[src/rtl/ddr_axi_pkg.sv]
// rtl/ddr_axi_pkg.sv - shared AXI constants and issuer state encoding
package ddr_axi_pkg;

    localparam logic [1:0] AXI_BURST_INCR = 2'b01;
    localparam logic [1:0] AXI_RESP_OKAY  = 2'b00;

    typedef enum logic [1:0] {
        ST_IDLE = 2'd0,
        ST_POP  = 2'd1,
        ST_LOAD = 2'd2,
        ST_ADDR = 2'd3
    } aw_state_t;

endpackage

[src/rtl/ddr_outstanding_cnt.sv]
// rtl/ddr_outstanding_cnt.sv - saturating up/down outstanding-burst counter
module ddr_outstanding_cnt #(
    parameter int CNT_WIDTH = 4,
    parameter int MAX_COUNT = 8
) (
    input  logic                 clk,
    input  logic                 rst_n,
    input  logic                 inc,
    input  logic                 dec,
    output logic [CNT_WIDTH-1:0] count,
    output logic                 at_max,
    output logic                 underflow
);

    // A decrement with nothing outstanding is a protocol violation; the count holds at zero.
    assign underflow = dec && (count == '0);
    assign at_max    = (count >= CNT_WIDTH'(MAX_COUNT));

    // Simultaneous increment and decrement cancel; both directions saturate.
    always_ff @(posedge clk or negedge rst_n) begin
        if (!rst_n) begin
            count <= '0;
        end else if (inc && !dec) begin
            if (!at_max) begin
                count <= count + CNT_WIDTH'(1);
            end
        end else if (dec && !inc && (count != '0)) begin
            count <= count - CNT_WIDTH'(1);
        end
    end

endmodule

[src/rtl/ddr_aw_issuer.sv]
// rtl/ddr_aw_issuer.sv - pops burst addresses from the write FIFO and issues them on AXI AW
module ddr_aw_issuer
    import ddr_axi_pkg::*;
#(
    parameter int ADDR_WIDTH      = 32,
    parameter int ID_WIDTH        = 4,
    parameter int AXI_ID          = 0,
    parameter int BURST_LEN       = 16,
    parameter int SIZE_LOG2       = 5,
    parameter int MAX_OUTSTANDING = 8,
    parameter int CNT_WIDTH       = 4
) (
    input  logic                  clk,
    input  logic                  rst_n,
    output logic                  fifo_rd_en,
    input  logic [ADDR_WIDTH-1:0] fifo_rd_data,
    input  logic                  fifo_rd_empty,
    output logic [ADDR_WIDTH-1:0] axi_awaddr,
    output logic [7:0]            axi_awlen,
    output logic [2:0]            axi_awsize,
    output logic [1:0]            axi_awburst,
    output logic [ID_WIDTH-1:0]   axi_awid,
    output logic                  axi_awvalid,
    input  logic                  axi_awready,
    input  logic                  axi_bvalid,
    input  logic [1:0]            axi_bresp,
    output logic                  axi_bready,
    output logic [CNT_WIDTH-1:0]  outstanding,
    output logic                  resp_err,
    input  logic                  err_clr,
    output logic                  busy
);

    // Clears the sub-beat address bits so every burst starts on a bus-width boundary.
    localparam logic [ADDR_WIDTH-1:0] ADDR_MASK =
        ~((ADDR_WIDTH'(1) << SIZE_LOG2) - ADDR_WIDTH'(1));

    aw_state_t state;
    aw_state_t state_next;
    logic      aw_fire;
    logic      b_fire;
    logic      at_max;
    logic      underflow;

    assign axi_awlen   = 8'(BURST_LEN - 1);
    assign axi_awsize  = 3'(SIZE_LOG2);
    assign axi_awburst = AXI_BURST_INCR;
    assign axi_awid    = ID_WIDTH'(AXI_ID);

    assign aw_fire = axi_awvalid && axi_awready;
    assign b_fire  = axi_bvalid && axi_bready;
    assign busy    = (state != ST_IDLE) || (outstanding != '0);

    ddr_outstanding_cnt #(
        .CNT_WIDTH (CNT_WIDTH),
        .MAX_COUNT (MAX_OUTSTANDING)
    ) u_outstanding_cnt (
        .clk       (clk),
        .rst_n     (rst_n),
        .inc       (aw_fire),
        .dec       (b_fire),
        .count     (outstanding),
        .at_max    (at_max),
        .underflow (underflow)
    );

    // Next-state logic; the first pop waits until bready is up, one cycle after reset release.
    always_comb begin
        state_next = state;
        case (state)
            ST_IDLE: if (axi_bready && !fifo_rd_empty && !at_max) state_next = ST_POP;
            ST_POP:  state_next = ST_LOAD;
            ST_LOAD: state_next = ST_ADDR;
            ST_ADDR: if (axi_awready) state_next = ST_IDLE;
            default: state_next = ST_IDLE;
        endcase
    end

    // State register plus registered rd_en/awvalid decoded from the next state.
    always_ff @(posedge clk or negedge rst_n) begin
        if (!rst_n) begin
            state       <= ST_IDLE;
            fifo_rd_en  <= 1'b0;
            axi_awvalid <= 1'b0;
            axi_bready  <= 1'b0;
        end else begin
            state       <= state_next;
            fifo_rd_en  <= (state_next == ST_POP);
            axi_awvalid <= (state_next == ST_ADDR);
            axi_bready  <= 1'b1;
        end
    end

    // FIFO data is valid in LOAD; the address then holds until the next burst is loaded.
    always_ff @(posedge clk or negedge rst_n) begin
        if (!rst_n) begin
            axi_awaddr <= '0;
        end else if (state == ST_LOAD) begin
            axi_awaddr <= fifo_rd_data & ADDR_MASK;
        end
    end

    // Sticky error: a set event beats a coincident clear.
    always_ff @(posedge clk or negedge rst_n) begin
        if (!rst_n) begin
            resp_err <= 1'b0;
        end else if ((b_fire && (axi_bresp != AXI_RESP_OKAY)) || underflow) begin
            resp_err <= 1'b1;
        end else if (err_clr) begin
            resp_err <= 1'b0;
        end
    end

endmodule
[config.mk]
export PLATFORM = sky130hd
export DESIGN_NAME = ddr_aw_issuer
export DESIGN_NICKNAME = d
export VERILOG_FILES = /design/src/rtl/ddr_axi_pkg.sv /design/src/rtl/ddr_outstanding_cnt.sv /design/src/rtl/ddr_aw_issuer.sv
export SDC_FILE = /design/constraint.sdc
export NUM_CORES = 1
export LEC_CHECK = 0
export ABC_AREA = 1
export ABC_CLOCK_PERIOD_IN_PS = 1710
export BUFFER_PORTS_ARGS = -buffer_cell sky130_fd_sc_hd__clkbuf_2
export CAP_MARGIN = 30
export CORE_MARGIN = 2
export CORE_UTILIZATION = 40
export CTS_BUF_LIST = sky130_fd_sc_hd__clkbuf_16
export CTS_CLUSTER_DIAMETER = 40
export DETAILED_ROUTE_END_ITERATION = 10
export PLACE_DENSITY = 0.76
export SYNTH_ARGS = -nofsm -noshare
export SYNTH_HDL_FRONTEND = slang
export SYNTH_SLANG_ARGS = --single-unit
export TNS_END_PERCENT = 5
[constraint.sdc]
create_clock -name clk -period 1.71 [get_ports clk]
set_clock_uncertainty 0.15 [all_clocks]
set_input_delay 0.171 -clock clk [delete_from_list [all_inputs] [get_ports clk]]
set_output_delay 0.171 -clock clk [all_outputs]
set_load 0.005 [all_outputs]
==> summary.md <==
| Metric | Value |
|---|---|
| CTS tree | `yes` |
| Final Wtd Congestion | `a little over 0.7` |
| Most numerous cell on the critical path | `nand2_1` |
| First-pass GRT wire length | `6.32 mm` |
| Slew Limit Fails | `0` |
| WHS Endpoint | `resp_err$_DFFE_PN0P_` |
| Area delta synth->final | `48.5%` |
| Final Critical Period | `approximately 1.6 ns` |
| H-tree depth | `2` |
| Reg2reg start | `axi_bready$_DFF_PN0_` |
| DRC violations left | `0` |
| IO Pins | `just under 100` |
| Hold violation count in the final report | `0` |
| Die width | `approximately 71 um` |
| Via density | `~4.4` |
| Max cap viols | `0` |
| Crit-path max FO | `4` |
| Reg2Reg Setup Slack | `about 0.067 ns` |
| Critical Path End Type | `register` |
| Worst hold path class | `in2reg` |
| Initial drt markers | `21` |
| Ys async rst share | `1.00` |
| Final setup vio count | `0` |
| Initial antenna violation count | `0` |
| Dominant synthesized flop cell | `dfrtp_1` |
| Die Y | `70.6 um` |
| Yosys reg bits | `37` |
| Net count, final | `just under 300` |
| Util after Layout | `0.610` |
| Synth cell types | `23` |
| Reg2Reg Capture Point | `u_outstanding_cnt.count[3]$_DFFE_PN0P_` |
| Port Buffers | `70` |
| Mapped Avg Cell Area | `12.9 um2` |
| Max-slew headroom | `0.661` |
| CP Data Required Time | `1.72 ns` |
| Top delay family on crit path | `simple AND/OR/NAND/NOR gates` |
| Fillcell total | `roughly 340` |
| R2R cell count | `11` |
| Core Area | `roughly 4300 um2` |
| Slew @ Worst Pin | `~0.51 ns` |
| PwrDens | `1730 nW/um2` |
| Via count | `around 1,300` |
| Unrepaired setup endpoints after global routing | `yes` |
| Die area | `about 5000 um2` |
| Power Total | `~4.6 mW` |
| Total clock sinks | `37` |
| Crit share post-route | `0.961` |
| Synth warn | `0` |
| Arrival time worst endpoint | `about 1.7 ns` |
| Maximum VDD drop | `1.13 mV` |
| Synth area leader | `dfrtp_1` |
| Starting Density | `0.411` |
| Overflow after GRT | `0` |
| Hold Path Cell Cnt | `3` |
| CP Cell Sequence | `nand2_2 > nand2_2 > buf_6 > ha_4 > nand2_1 > nand2_2 > nand2_1 > nand2_1 > nand3_1 > nand2_1 > nand2_1` |
| Clock Pin Slew Worst Setup and Hold Paths | `about 0.05 ns` |
| CTS max path bufs | `2` |
| Status | `finished, final reports clean` |
| ANT nets after route | `0` |
| Row cnt | `24` |
| Total GRT Usage | `0.163` |
| Synthesized area | `~1800 um2` |
| Routed Wire Length | `4.02 mm` |
| Antenna diodes | `0` |
| Sum of buffers and inverters on the critical path | `1` |
| CTS Buf Count | `5` |
| Layout cell share with drive strength beyond 1 | `0.500` |
| Number of cells on the critical path | `11` |
| DP HPWL | `2.70 mm` |
| Largest net degree at the start of global routing | `21` |
| Min-delay src | `axi_bresp[1]` |
| Sequential area share after synthesis | `0.521` |
| Setup CP Type | `reg2reg` |
| Number of synthesized flops with an enable pin | `0` |
| Vias in the first global route | `roughly 1,400` |
| Wire per inst | `~13 um` |
| Setup_tns | `0 ns` |
| Root Buffer | `clkbuf_16` |
| Peak Freq | `just over 0.6 GHz` |
| Syn Inst Count | `138` |
| Top-area cell type share of the netlist area | `0.521` |
| Slowest cell on crit path | `dfrtp_1` |
| Worst-Skew Late Latency | `0.27 ns` |
| Router iterations before antenna repair | `4` |
| Startpoint types | `register` |
| Leak | `approximately 1.4 nW` |
| Synth top area cells | `dfrtp_1, mux2_4, buf_4, mux2_2, nand2_1` |
| Critical Path Max Stage Delay | `roughly 0.40 ns` |
-- layout by cell type, fill, tap and decap left out, types with 2 or more instances in the layout --
| master | instances |
|---|---|
| buf_4 | 8 |
| nand3_1 | 3 |
| buf_12 | 2 |
| o21ai_0 | 2 |
| dlygate4sd3_1 | 29 |
| nand2_1 | 12 |
| mux2_2 | 7 |
| clkbuf_16 | 5 |
| dfrtp_2 | 2 |
| nand2_2 | 3 |
| mux2_4 | 20 |
| inv_2 | 2 |
| nor2_1 | 6 |
| clkbuf_2 | 70 |
| dfrtp_1 | 35 |
| nand4_1 | 2 |
| conb_1 | 23 |
| inv_1 | 6 |
-- per-layer routing --
layer  global-route usage  wire length [um]  vias to the layer above
li1                     -                 -                      633
met1                0.173              1510                      636
met2                0.319              2260                       52
met3               0.0328               181                        7
met4               0.0524                70                        0
met5                    0                 0                        -
-- where the power goes --
part,internal [mW],switching [mW],total [mW]
sequential,1.31,0.264,1.58
clock,0.525,0.323,0.848
combinational,1.26,0.874,2.13
total,3.09,1.46,4.56
-- registers in the layout, indices dropped and copies added, names as in the netlist --
name                     cells
axi_awaddr                  27
axi_awvalid                  1
axi_bready                   1
fifo_rd_en                   1
resp_err                     1
state                        2
u_outstanding_cnt.count      4
-- worst max-delay path by stage --
stage / from / to / slack [ns]
final: axi_bready$_DFF_PN0_ / u_outstanding_cnt.count[3]$_DFFE_PN0P_ / 0.07
after floorplan: axi_bready$_DFF_PN0_ / u_outstanding_cnt.count[3]$_DFFE_PN0P_ / 0.002
after CTS: axi_bready$_DFF_PN0_ / u_outstanding_cnt.count[3]$_DFFE_PN0P_ / 0.004
after global routing: axi_bready$_DFF_PN0_ / u_outstanding_cnt.count[3]$_DFFE_PN0P_ / -0.02
after detailed placement: axi_bready$_DFF_PN0_ / u_outstanding_cnt.count[3]$_DFFE_PN0P_ / 0.002
after global placement: axi_awvalid$_DFF_PN0_ / u_outstanding_cnt.count[3]$_DFFE_PN0P_ / 0.05
-- what timing repair did --
item                                    CTS  global route
setup buffers                             5             1
endpoints found under the hold margin    45             0
pin swaps                                 1             5
endpoints found under the setup margin    2             2
gates resized for setup                   4             5
hold buffers                             29             0
-- layout make-up --
type	count	area [um2]	share of cell area
inverters	8	30.0	0.0114
multi-input cells	90	724	0.275
clock buffers	5	125	0.0475
flip-flops and latches	37	928	0.352
clock inverters	2	11.3	0.00427
repair buffers	110	752	0.285
well taps	52	65.1	0.0247
-- logic make-up (layout without fill, tap and decap cells) --
family	count (synthesis)	after routing	synth area share
flops	37	37	0.521
buf+inv	32	125	0.132
simple gates	31	31	0.0810
mux	27	27	0.214
compound gates	4	4	0.0120
fa+ha+maj	3	3	0.0254
other cells	2	23	0.00423
xor+xnor	2	2	0.00987
-- cell usage after synthesis, types with 2 or more instances --
cell / count
nor2_1: 6
ha_1: 2
nand4_1: 2
mux2_4: 20
nand2_1: 15
o21ai_0: 2
buf_12: 2
nand3_1: 4
buf_4: 22
dfrtp_1: 37
inv_1: 7
mux2_2: 7
conb_1: 2
-- worst reg2reg max path, stage by stage, from the launching register on --
cell     delay, ns
dfrtp_1       0.40
nand2_2       0.08
nand2_2       0.06
buf_6         0.13
ha_4          0.25
nand2_1       0.06
nand2_2       0.07
nand2_1       0.05
nand2_1       0.08
nand3_1       0.08
nand2_1       0.08
nand2_1       0.04
-- per-stage QoR --
step | cell area [um2] | setup WS [ns] | hold slack (ns) | std cells
floorplan | 1860 | 0.00188 | -0.275 | 159
global route | 2640 | -0.0208 | 0.0514 | 304
CTS | 2610 | 0.00396 | 0.0254 | 303
detailed placement | 2130 | 0.00179 | 0.0145 | 262
global placement | 2130 | 0.0512 | 0.00259 | 262
finish | 2640 | 0.0672 | 0.0219 | 304
No activity file was read; power rests on OpenSTA's default activity.
